`src/rtl/ps2_kbd_rx.sv`:
```
// ps2_kbd_rx: PS/2 device-to-host receiver; each scan-code byte is handed over on the kbd_rda/clear_kbd handshake.
// Latency: SYNC_STAGES+FILTER_LEN+1 clk from the stop-bit ps2_clk fall at the pin to kbd_rda=1.
// Backpressure: none toward the keyboard; an unconsumed byte is overwritten and flagged on overrun. Macro KBD_PARITY_CHECK_EN adds odd-parity checking.
module ps2_kbd_rx #(
    parameter int SYNC_STAGES    = 2,
    parameter int FILTER_LEN     = 8,
    parameter int TIMEOUT_CYCLES = 20000
) (
    input  logic       clk,
    input  logic       rst_n,
    input  logic       ps2_clk,
    input  logic       ps2_data,
    output logic [7:0] kbd_databus,
    output logic       kbd_rda,
    input  logic       clear_kbd,
    output logic       frame_err,
    output logic       overrun
);

    localparam int FW = $clog2(FILTER_LEN + 1);
    localparam int TW = $clog2(TIMEOUT_CYCLES + 1);

    typedef enum logic [1:0] {IDLE, DATA, PARITY, STOP} state_t;

    logic [SYNC_STAGES-1:0] clk_sync;
    logic [SYNC_STAGES-1:0] dat_sync;
    logic [FW-1:0]          flt_cnt;
    logic                   flt_clk;
    logic                   flt_clk_q;
    logic                   fall;
    logic                   data_bit;
    logic                   timeout;
    logic                   deliver;
    logic                   err;
    state_t                 state;
    state_t                 state_d;
    logic [7:0]             shift_q;
    logic [7:0]             shift_d;
    logic [2:0]             bit_cnt;
    logic [2:0]             bit_cnt_d;
    logic [TW-1:0]          tcnt;
    logic                   par_ok;

`ifdef KBD_PARITY_CHECK_EN
    logic par_q;
    logic par_d;
    assign par_ok = ^{shift_q, par_q};
`else
    assign par_ok = 1'b1;
`endif

    assign data_bit = dat_sync[SYNC_STAGES-1];
    assign fall     = flt_clk_q & ~flt_clk;
    assign timeout  = (state != IDLE) && !fall && (tcnt == TW'(TIMEOUT_CYCLES - 1));

    // The filtered clock only moves after FILTER_LEN agreeing samples, so short glitches never reach the FSM.
    always_ff @(posedge clk or negedge rst_n) begin
        if (!rst_n) begin
            clk_sync  <= '1;
            dat_sync  <= '1;
            flt_cnt   <= '0;
            flt_clk   <= 1'b1;
            flt_clk_q <= 1'b1;
        end else begin
            clk_sync  <= {clk_sync[SYNC_STAGES-2:0], ps2_clk};
            dat_sync  <= {dat_sync[SYNC_STAGES-2:0], ps2_data};
            flt_clk_q <= flt_clk;
            if (clk_sync[SYNC_STAGES-1] != flt_clk) begin
                if (flt_cnt == FW'(FILTER_LEN - 1)) begin
                    flt_clk <= ~flt_clk;
                    flt_cnt <= '0;
                end else begin
                    flt_cnt <= flt_cnt + FW'(1);
                end
            end else begin
                flt_cnt <= '0;
            end
        end
    end

    always_comb begin
        state_d   = state;
        shift_d   = shift_q;
        bit_cnt_d = bit_cnt;
        deliver   = 1'b0;
        err       = 1'b0;
`ifdef KBD_PARITY_CHECK_EN
        par_d     = par_q;
`endif
        if (timeout) begin
            state_d = IDLE;
            err     = 1'b1;
        end else if (fall) begin
            case (state)
                IDLE: begin
                    if (!data_bit) begin
                        state_d   = DATA;
                        bit_cnt_d = '0;
                    end
                end
                DATA: begin
                    shift_d   = {data_bit, shift_q[7:1]};
                    bit_cnt_d = bit_cnt + 3'd1;
                    if (bit_cnt == 3'd7) begin
                        state_d = PARITY;
                    end
                end
                PARITY: begin
`ifdef KBD_PARITY_CHECK_EN
                    par_d   = data_bit;
`endif
                    state_d = STOP;
                end
                STOP: begin
                    state_d = IDLE;
                    if (data_bit && par_ok) begin
                        deliver = 1'b1;
                    end else begin
                        err = 1'b1;
                    end
                end
                default: state_d = IDLE;
            endcase
        end
    end

    always_ff @(posedge clk or negedge rst_n) begin
        if (!rst_n) begin
            state   <= IDLE;
            shift_q <= '0;
            bit_cnt <= '0;
            tcnt    <= '0;
`ifdef KBD_PARITY_CHECK_EN
            par_q   <= 1'b0;
`endif
        end else begin
            state   <= state_d;
            shift_q <= shift_d;
            bit_cnt <= bit_cnt_d;
`ifdef KBD_PARITY_CHECK_EN
            par_q   <= par_d;
`endif
            if (state == IDLE || fall) begin
                tcnt <= '0;
            end else begin
                tcnt <= tcnt + TW'(1);
            end
        end
    end

    // A delivery in the same cycle as clear_kbd keeps kbd_rda high and drops overrun.
    always_ff @(posedge clk or negedge rst_n) begin
        if (!rst_n) begin
            kbd_databus <= 8'h00;
            kbd_rda     <= 1'b0;
            frame_err   <= 1'b0;
            overrun     <= 1'b0;
        end else begin
            frame_err <= err;
            if (deliver) begin
                kbd_databus <= shift_q;
                kbd_rda     <= 1'b1;
                if (kbd_rda) begin
                    overrun <= ~clear_kbd;
                end
            end else if (clear_kbd && kbd_rda) begin
                kbd_rda <= 1'b0;
                overrun <= 1'b0;
            end
        end
    end

endmodule

```
`config.mk`:
```
export PLATFORM = sky130hd
export DESIGN_NAME = ps2_kbd_rx
export DESIGN_NICKNAME = d
export VERILOG_FILES = /design/src/rtl/ps2_kbd_rx.sv
export SDC_FILE = /design/constraint.sdc
export NUM_CORES = 1
export LEC_CHECK = 0
export CAP_MARGIN = 15
export CELL_PAD_IN_SITES_DETAIL_PLACEMENT = 1
export CELL_PAD_IN_SITES_GLOBAL_PLACEMENT = 2
export CORE_ASPECT_RATIO = 1.1
export CORE_MARGIN = 8
export CORE_UTILIZATION = 39
export CTS_CLUSTER_DIAMETER = 80
export CTS_CLUSTER_SIZE = 12
export DETAILED_ROUTE_END_ITERATION = 6
export PLACE_DENSITY = 0.82
export SKIP_CTS_REPAIR_TIMING = 1
export SLEW_MARGIN = 20
export SYNTH_ARGS = -nofsm -noshare
export SYNTH_HDL_FRONTEND = slang
export SYNTH_SLANG_ARGS = --single-unit
```
`constraint.sdc`:
```
create_clock -name clk -period 1.7 [get_ports clk]
set_input_delay 0.425 -clock clk [delete_from_list [all_inputs] [get_ports clk]]
set_output_delay 0.425 -clock clk [all_outputs]
set_load 0.005 [all_outputs]
```
Yosys cells after proc, flatten, opt, wreduce, memory -nomap -nowiden --
Index checks and enable logic that the tools add are counted.
Word-level totals: word-level logic and storage cells 68, memories kept 0, input port bits 5, memory bits (read-only) 0, latch bits 0, bits in writable memories 0, flip-flop bits (word level) 49
Operators by class: shift operators 0, multipliers 0, multiplexer cells 22, $add $sub $neg 3, equality and inequality tests 11, order comparisons 0, bitwise operators 4, div/mod/pow operators 0, reduce and logical (&&, ||, !) cells 15
Operators by type and width (number):
- 15-bit by 1-bit adder with 15-bit output, second input constant | 1
- 15-bit == test, second input constant | 1
- 15-bit two-way mux | 1
- 1-bit two-way mux | 12
- 2-bit two-way mux | 4
- 4-bit two-way mux | 2
- 2-bit one-hot mux with 4 select lines | 1
- 2-bit nonzero test | 4
- 3-bit inequality test, second input constant | 2
- 3-bit one-hot mux with 2 select lines | 1
- 3-bit AND reduction | 2
- 4-bit by 1-bit adder with 4-bit output, second input constant | 1
- 2-bit == test, second input constant | 2
- 4-bit by 3-bit == test with 1-bit output, second input constant | 1
- 2-bit inequality test, second input constant | 2
- 2-bit AND reduction | 2
- 4-bit AND reduction | 1
- 3-bit by 1-bit adder with 3-bit output, second input constant | 1
- 3-bit == test, second input constant | 1
- 1-bit logical AND | 3
- 3-bit two-way mux | 1
- 1-bit NOT | 3
- 2-bit by 1-bit == test with 1-bit output, second input constant | 1
- 2-bit zero test | 1
- other kinds (4) | 4

Depth between registers and ports, before layout --
Gate-level depths: netlist of run 1.
word-level depth 8, mapped depth 6, depth with buffers taken out 6

Least setup slack after synthesis of run 1 --
No wires, ideal clock.
path kind flip-flop to flip-flop, start reg state[0], end reg tcnt[10], setup slack 177 ps, arrival time 1391 ps, required time 1568 ps, path buffers 2, cell stages (with the launch flop) 7, period minus slack after synthesis 1523 ps, path through dfrtp_1 -> inv_1 -> ha_1 -> or2_2 -> clkbuf_1 -> clkbuf_1 -> nor2_1
Between the ends: longest elaborated chain between the ends 3
Ends and longest elaborated chain:
- from (decl) | line 35 | state_t state;
- from (signal assigned) | line 137 | state <= state_d;
- 2-bit zero test | line 143 | if (state == IDLE || fall) begin
- 1-bit logical OR | line 143
- 15-bit two-way mux | line 143
- to (signal assigned) | line 146 | tcnt <= tcnt + TW'(1);
- to (decl) | line 41 | logic [TW-1:0] tcnt;
Every way passes these cells. A chain may end at the register's enable or synchronous reset.

Final worst setup path of run 1 --
start reg kbd_rda, end out kbd_rda
RTL lines:
- from (decl) | line 14 | output logic kbd_rda,
- from (signal assigned) | line 155 | kbd_rda <= 1'b0;
- from (signal assigned) | line 162 | kbd_rda <= 1'b1;
- from (signal assigned) | line 167 | kbd_rda <= 1'b0;
No word-level cell between the ends.

==> results of run 1 <==
[metrics by stage]
stage | total power, mW | utilization, %
floorplan | 2.16 | -
global placement | 2.39 | 45.6
detailed placement | 2.50 | 45.6
CTS | 3.18 | 47.2
global route | 3.46 | 47.8
finish | 3.22 | 47.8
[sequential cells by signal, summed over array words and instances (netlist names)]
name and flops:
bit_cnt 3, clk_sync 2, dat_sync 2, flt_clk 1, flt_clk_q 1, flt_cnt 4, frame_err 1, kbd_databus 8
kbd_rda 1, overrun 1, shift_q 8, state 2, tcnt 15
[report_power, final]
part	internal, mW	switching (mW)
sequential	1.38	0.181
combinational	0.437	0.536
clock	0.285	0.401
total	2.10	1.12
[area by class of cell]
| type | count | area share (%) |
|---|---|---|
| Clock buffer | 5 | 2.68 |
| Tap cell | 75 | 3.66 |
| Timing Repair Buffer | 25 | 9.08 |
| Inverter | 9 | 1.32 |
| Sequential cell | 49 | 48.1 |
| Clock inverter | 3 | 0.683 |
| Multi-Input combinational cell | 126 | 34.5 |
[metal layers]
layer | vias to the layer above | GRT usage (%) | wire length (microns)
li1 | 705 | - | -
met3 | 5 | 3.41 | 187
met1 | 715 | 14.2 | 2020
met2 | 22 | 20.1 | 2210
met5 | - | 0 | 0
met4 | 0 | 4.74 | 63
[cell families (layout without fill, tap and decap cells)]
family	after synthesis	count (layout)	share of synthesized area (%)
mux	16	16	8.41
flops	49	49	57.6
fa+ha+maj	9	9	5.25
xor+xnor	14	14	5.72
buf+inv	12	42	2.16
simple gates	65	65	14.8
compound gates	22	22	6.13
[cell usage in the layout (no fill, tap or decap), types with 2 or more instances in the layout]
master,instances
clkbuf_8,5
o22ai_1,2
nand3_1,10
clkdlybuf4s50_1,14
inv_1,9
dfrtp_1,43
nor4_1,3
and3_1,4
a31o_1,2
buf_4,9
o21ai_0,8
ha_1,7
ha_2,2
dfstp_2,6
mux2_2,16
nand2_1,9
a22oi_1,2
xnor2_1,11
nand4_1,4
clkinv_2,2
a21oi_1,5
nor3_1,7
xor2_1,3
nor2_1,19
[how the worst min path moves through the flow]
stage,start,depth (start not counted),end,slack [ns]
final,rst_n,2,overrun,0.09
after global routing,rst_n,2,overrun,0.10
after CTS,rst_n,2,overrun,0.1
after detailed placement,dat_sync[0],0,dat_sync[1],0.35
after global placement,dat_sync[0],0,dat_sync[1],0.35
after floorplan,rst_n,0,bit_cnt[0],0.13
==> out/results.tsv, run 1 <==
metric	value	unit
top-count cell post-synth	dfrtp_1	
clk_lat worst skew	0.31	ns
cell area after synthesis	2140	sq um
area of the multi-input gates	883	sq um
min-delay worst type	in -> async	
final max-slew violation count	0	
die area	8130	sq um
ranking of synthesized cells by area	dfrtp_1 50%, mux2_2 8.4%, dfstp_2 7.4%	
Vias per Instance	4.96	
Setup crit start kind	flop	
CTS Buf Count	5	
largest net degree at the start of global routing	50	
H-tree depth	2	
fmax	618	MHz
Setup TNS Final	0	ns
Post-Place Setup Slack	-0.176	ns
total grt overflow	0	
R2R depth	5	
vias in the first global route	1599	
Syn Inst Count	187	
R2R Setup Slk	0.11	ns
wire length per cell	15.3	microns
hold_ws	0.0891	ns
final net count	230	
number of fill cells in the layout	595	
DP Wirelength	3.25	mm
post-synthesis register bit count	49	
GR Util All Layers	12.0	%
Worst Max-Slew Pin Slew	0.356	ns
layout cells sized above 1	22.6	%
status	complete, no violations	
Setup crit start	kbd_rda	
Pwr Density	1260	nW/um^2
Final period util	95.2	%
initial antenna violation count	0	
Hold Fails Final Rpt	0	
Iter 0 DRT Violations	62	
maximum fanout along the worst path	3	
CP bufs+invs	1	
reg-to-reg endpoint	state[0]	
clk slew on worst S/H paths	0.09	ns
antenna-violating nets left	0	
IO Port Bufs	15	
RePlAce Congestion	0.764	
area growth from synthesis to layout	19.6	%
Post-synth EDFFs	0	
Pre-Repair DR Iteration Count	4	
top cells by count, synth	43 x dfrtp_1, 19 x nor2_1, 16 x mux2_2, 11 x xnor2_1	
number of synthesis warnings	0	
clock root buffer	clkbuf_8	
diode count	0	
starting density of the core	40.0	%
Worst Skew	0.00784	ns
Core ar.	5360	sq um
clk buf depth	2	
register area share after synthesis	57.6	%
Placement Rows	28	
Non-Filler Instances	292	
Post-Place Cells	282	
Worst path max stage delay	0.51	ns
IO Pins	16	
Critical Path Sink	kbd_rda	
total wire length	4.48	mm
Critical Path AT	1.19	ns
kind of cell adding the most delay to the critical path	buffers and inverters	
DR vias	1447	
Placement Cell Area	2440	sq um
CP Class	reg -> out	
Pleak	1.16	nW
WP depth	1	
final instance area	2560	sq um
syn_area_per_cell	11.5	sq um
Netlist cell types	29	
register area	1230	sq um
Die H	93.8	microns
Yosys top cell by area	dfrtp_1	
CP required	1.27	ns
Peak VDD IR	415	uV
Die W	86.7	microns
drc violations	0	
Worst Setup End Kind	primary output	
maxcap violations	0	
slew margin rel.	76.1	%
Tmin final	1.62	ns
R2R Path Start	state[0]	
CTS tree	done	
CP Cell Sequence	clkdlybuf4s50_1	
FFs w/ async S/R, synth	100	%
CTS sink count	49	
first-pass GRT wire length	7.62	mm
Syn Nets	201	
top_reg_cell synth	dfrtp_1	
CP max stage cell	clkdlybuf4s50_1	
Final Setup Violations	0	
share of the synthesized area in the top cell type	50.2	%
setup ws final	0.0812	ns
Power figures use the tool's default switching activity.
==> run 2: changes to the inputs <==
- ABC_AREA: not set -> 1
- CORE_UTILIZATION: 39 -> 36
- PLACE_DENSITY: 0.82 -> 0.8
==> run 2 against run 1 <==
Against the previous run:
- die area rose by 10%
- worst hold slack got worse by 0.011 ns
- power fell by 13%
- critical path depth did not move
- fmax rose by 0.63%
- first-iteration DRC count fell by 18%
- combinational power fell by 32%
- critical endpoint unchanged
- largest cell class unchanged
==> out/results.tsv, run 2 <==
metric	value	unit
area of the multi-input gates	840	sq um
final net count	276	
cell area after synthesis	2220	sq um
wire length per cell	12.6	microns
Yosys top cell by area	dfrtp_1	
kind of cell adding the most delay to the critical path	buffers and inverters	
DP Wirelength	3.17	mm
Peak VDD IR	460	uV
syn_area_per_cell	9.26	sq um
Vias per Instance	4.67	
Netlist cell types	29	
Die H	98.4	microns
drc violations	0	
R2R depth	10	
min-delay worst type	in -> async	
Tmin final	1.61	ns
Hold Fails Final Rpt	0	
clock root buffer	clkbuf_8	
sequential power share	50.6	%
clk_lat worst skew	0.31	ns
GR Util All Layers	10.8	%
ranking of synthesized cells by area	dfrtp_1 48%, nand2_1 8.3%, dfstp_2 7.1%	
CP required	1.27	ns
top-count cell post-synth	nand2_1	
RSZ-0062 raised after global routing	no	
Worst Skew	0.0108	ns
DR vias	1601	
Final period util	94.6	%
R2R Setup Slk	0.22	ns
FFs w/ async S/R, synth	100	%
clock power share	25.9	%
WP depth	1	
antenna-violating nets left	0	
number of fill cells in the layout	743	
fmax	622	MHz
Placement Rows	30	
share of the synthesized area in the top cell type	48.4	%
commonest cells after routing, fill and taps aside	49 x nand2_1, 43 x dfrtp_1, 30 x inv_1	
maximum fanout along the worst path	3	
total wire length	4.33	mm
final max-slew violation count	0	
status	complete, no violations	
Pleak	1.20	nW
post-synthesis register bit count	49	
RePlAce Congestion	0.763	
diode count	0	
Largest regs	tcnt: 15 flops, kbd_databus: 8 flops, shift_q: 8 flops	
CTS tree	done	
Critical Path AT	1.18	ns
Worst Setup End Kind	primary output	
CTS Buf Count	5	
maxcap violations	0	
Logic pwr share	23.5	%
Pre-Repair DR Iteration Count	4	
clk slew on worst S/H paths	0.10	ns
CP bufs+invs	1	
vias in the first global route	1775	
clk buf depth	2	
Critical Path Sink	kbd_rda	
die area	8950	sq um
starting density of the core	36.5	%
largest net degree at the start of global routing	50	
Final Setup Violations	0	
internal power	1.85	mW
Setup TNS Final	0	ns
number of synthesis warnings	0	
Setup crit start	kbd_rda	
CP Cell Sequence	clkdlybuf4s50_1	
top cells by count, synth	49 x nand2_1, 43 x dfrtp_1, 30 x inv_1, 23 x nor2_1, 20 x o21ai_0	
H-tree depth	2	
Core ar.	6080	sq um
Setup crit start kind	flop	
IO Pins	16	
Largest Register	tcnt	
Largest register FFs	15	
initial antenna violation count	0	
CP Class	reg -> out	
R2R Path Start	state[0]	
Post-Place Setup Slack	0.184	ns
slew margin rel.	76.0	%
first-pass GRT wire length	8.04	mm
layout cells sized above 1	15.6	%
IO Port Bufs	15	
CP max stage cell	clkdlybuf4s50_1	
sw frac	34.1	%
CTS sink count	49	
Die W	90.9	microns
total grt overflow	0	
register area	1230	sq um
P_sw	0.957	mW
Worst Max-Slew Pin Slew	0.359	ns
Iter 0 DRT Violations	51	
reg-to-reg endpoint	state[0]	
most common library cell in the layout ignoring fill and taps	nand2_1	
top_reg_cell synth	dfrtp_1	
setup ws final	0.0913	ns
Syn Nets	254	
register area share after synthesis	55.5	%
area growth from synthesis to layout	16.0	%
Worst path max stage delay	0.51	ns
Post-synth EDFFs	0	
Syn Inst Count	240	
Pwr Density	1090	nW/um^2
[run 2: stage by stage]
stage	hold slack (ns)	instances	power, mW	utilization (%)	cell area, sq um
6_report	0.0778	343	2.81	42.4	2580
5_1_grt	0.103	343	3.02	42.4	2580
4_1_cts	0.0930	343	2.88	42.4	2580
3_5_place_dp	0.349	335	2.13	40.9	2480
3_3_place_gp	0.346	335	2.09	40.9	2480
2_1_floorplan	0.129	240	1.93	-	2220
[run 2: final cells by class]
class | instances | area share [%]
inverter | 35 | 5.09
tap | 80 | 3.88
multi-input combinational | 153 | 32.6
sequential | 49 | 47.8
timing repair buffer | 18 | 6.99
clock inverter | 3 | 0.970
clock buffer | 5 | 2.67
[run 2: how the worst min path moves through the flow]
| stage | start | to | slack [ns] | cells after the start |
|---|---|---|---|---|
| 3_5_place_dp | clk_sync[0] | clk_sync[1] | 0.35 | 0 |
| 2_1_floorplan | rst_n | bit_cnt[0] | 0.13 | 0 |
| 3_3_place_gp | dat_sync[0] | dat_sync[1] | 0.35 | 0 |
| 6_report | rst_n | tcnt[2] | 0.08 | 2 |
| 4_1_cts | rst_n | tcnt[3] | 0.09 | 2 |
| 5_1_grt | rst_n | tcnt[3] | 0.10 | 2 |
[run 2: kinds of logic after synthesis]
family	after synthesis	synth area share [%]
compound gates	39	9.23
xor+xnor	3	1.18
fa+ha+maj	9	5.07
buf+inv	38	6.70
flops	49	55.5
simple gates	102	22.3
[run 2: per-layer routing]
metal  track usage [%]  wire length [microns]  up-vias
met3              3.07                    159        6
met1              12.2                   1920      779
met5                 0                      0        -
met2              18.9                   2180       19
met4              4.41                     67        0
li1                  -                      -      797
[run 2: power by group through the flow]
stage	registers (mW)	logic [mW]	clock network, mW
after global routing	1.44	0.780	0.795
after detailed placement	1.45	0.681	0
after global placement	1.44	0.650	0
after floorplan	1.42	0.504	0
final	1.42	0.661	0.727
after CTS	1.42	0.684	0.766
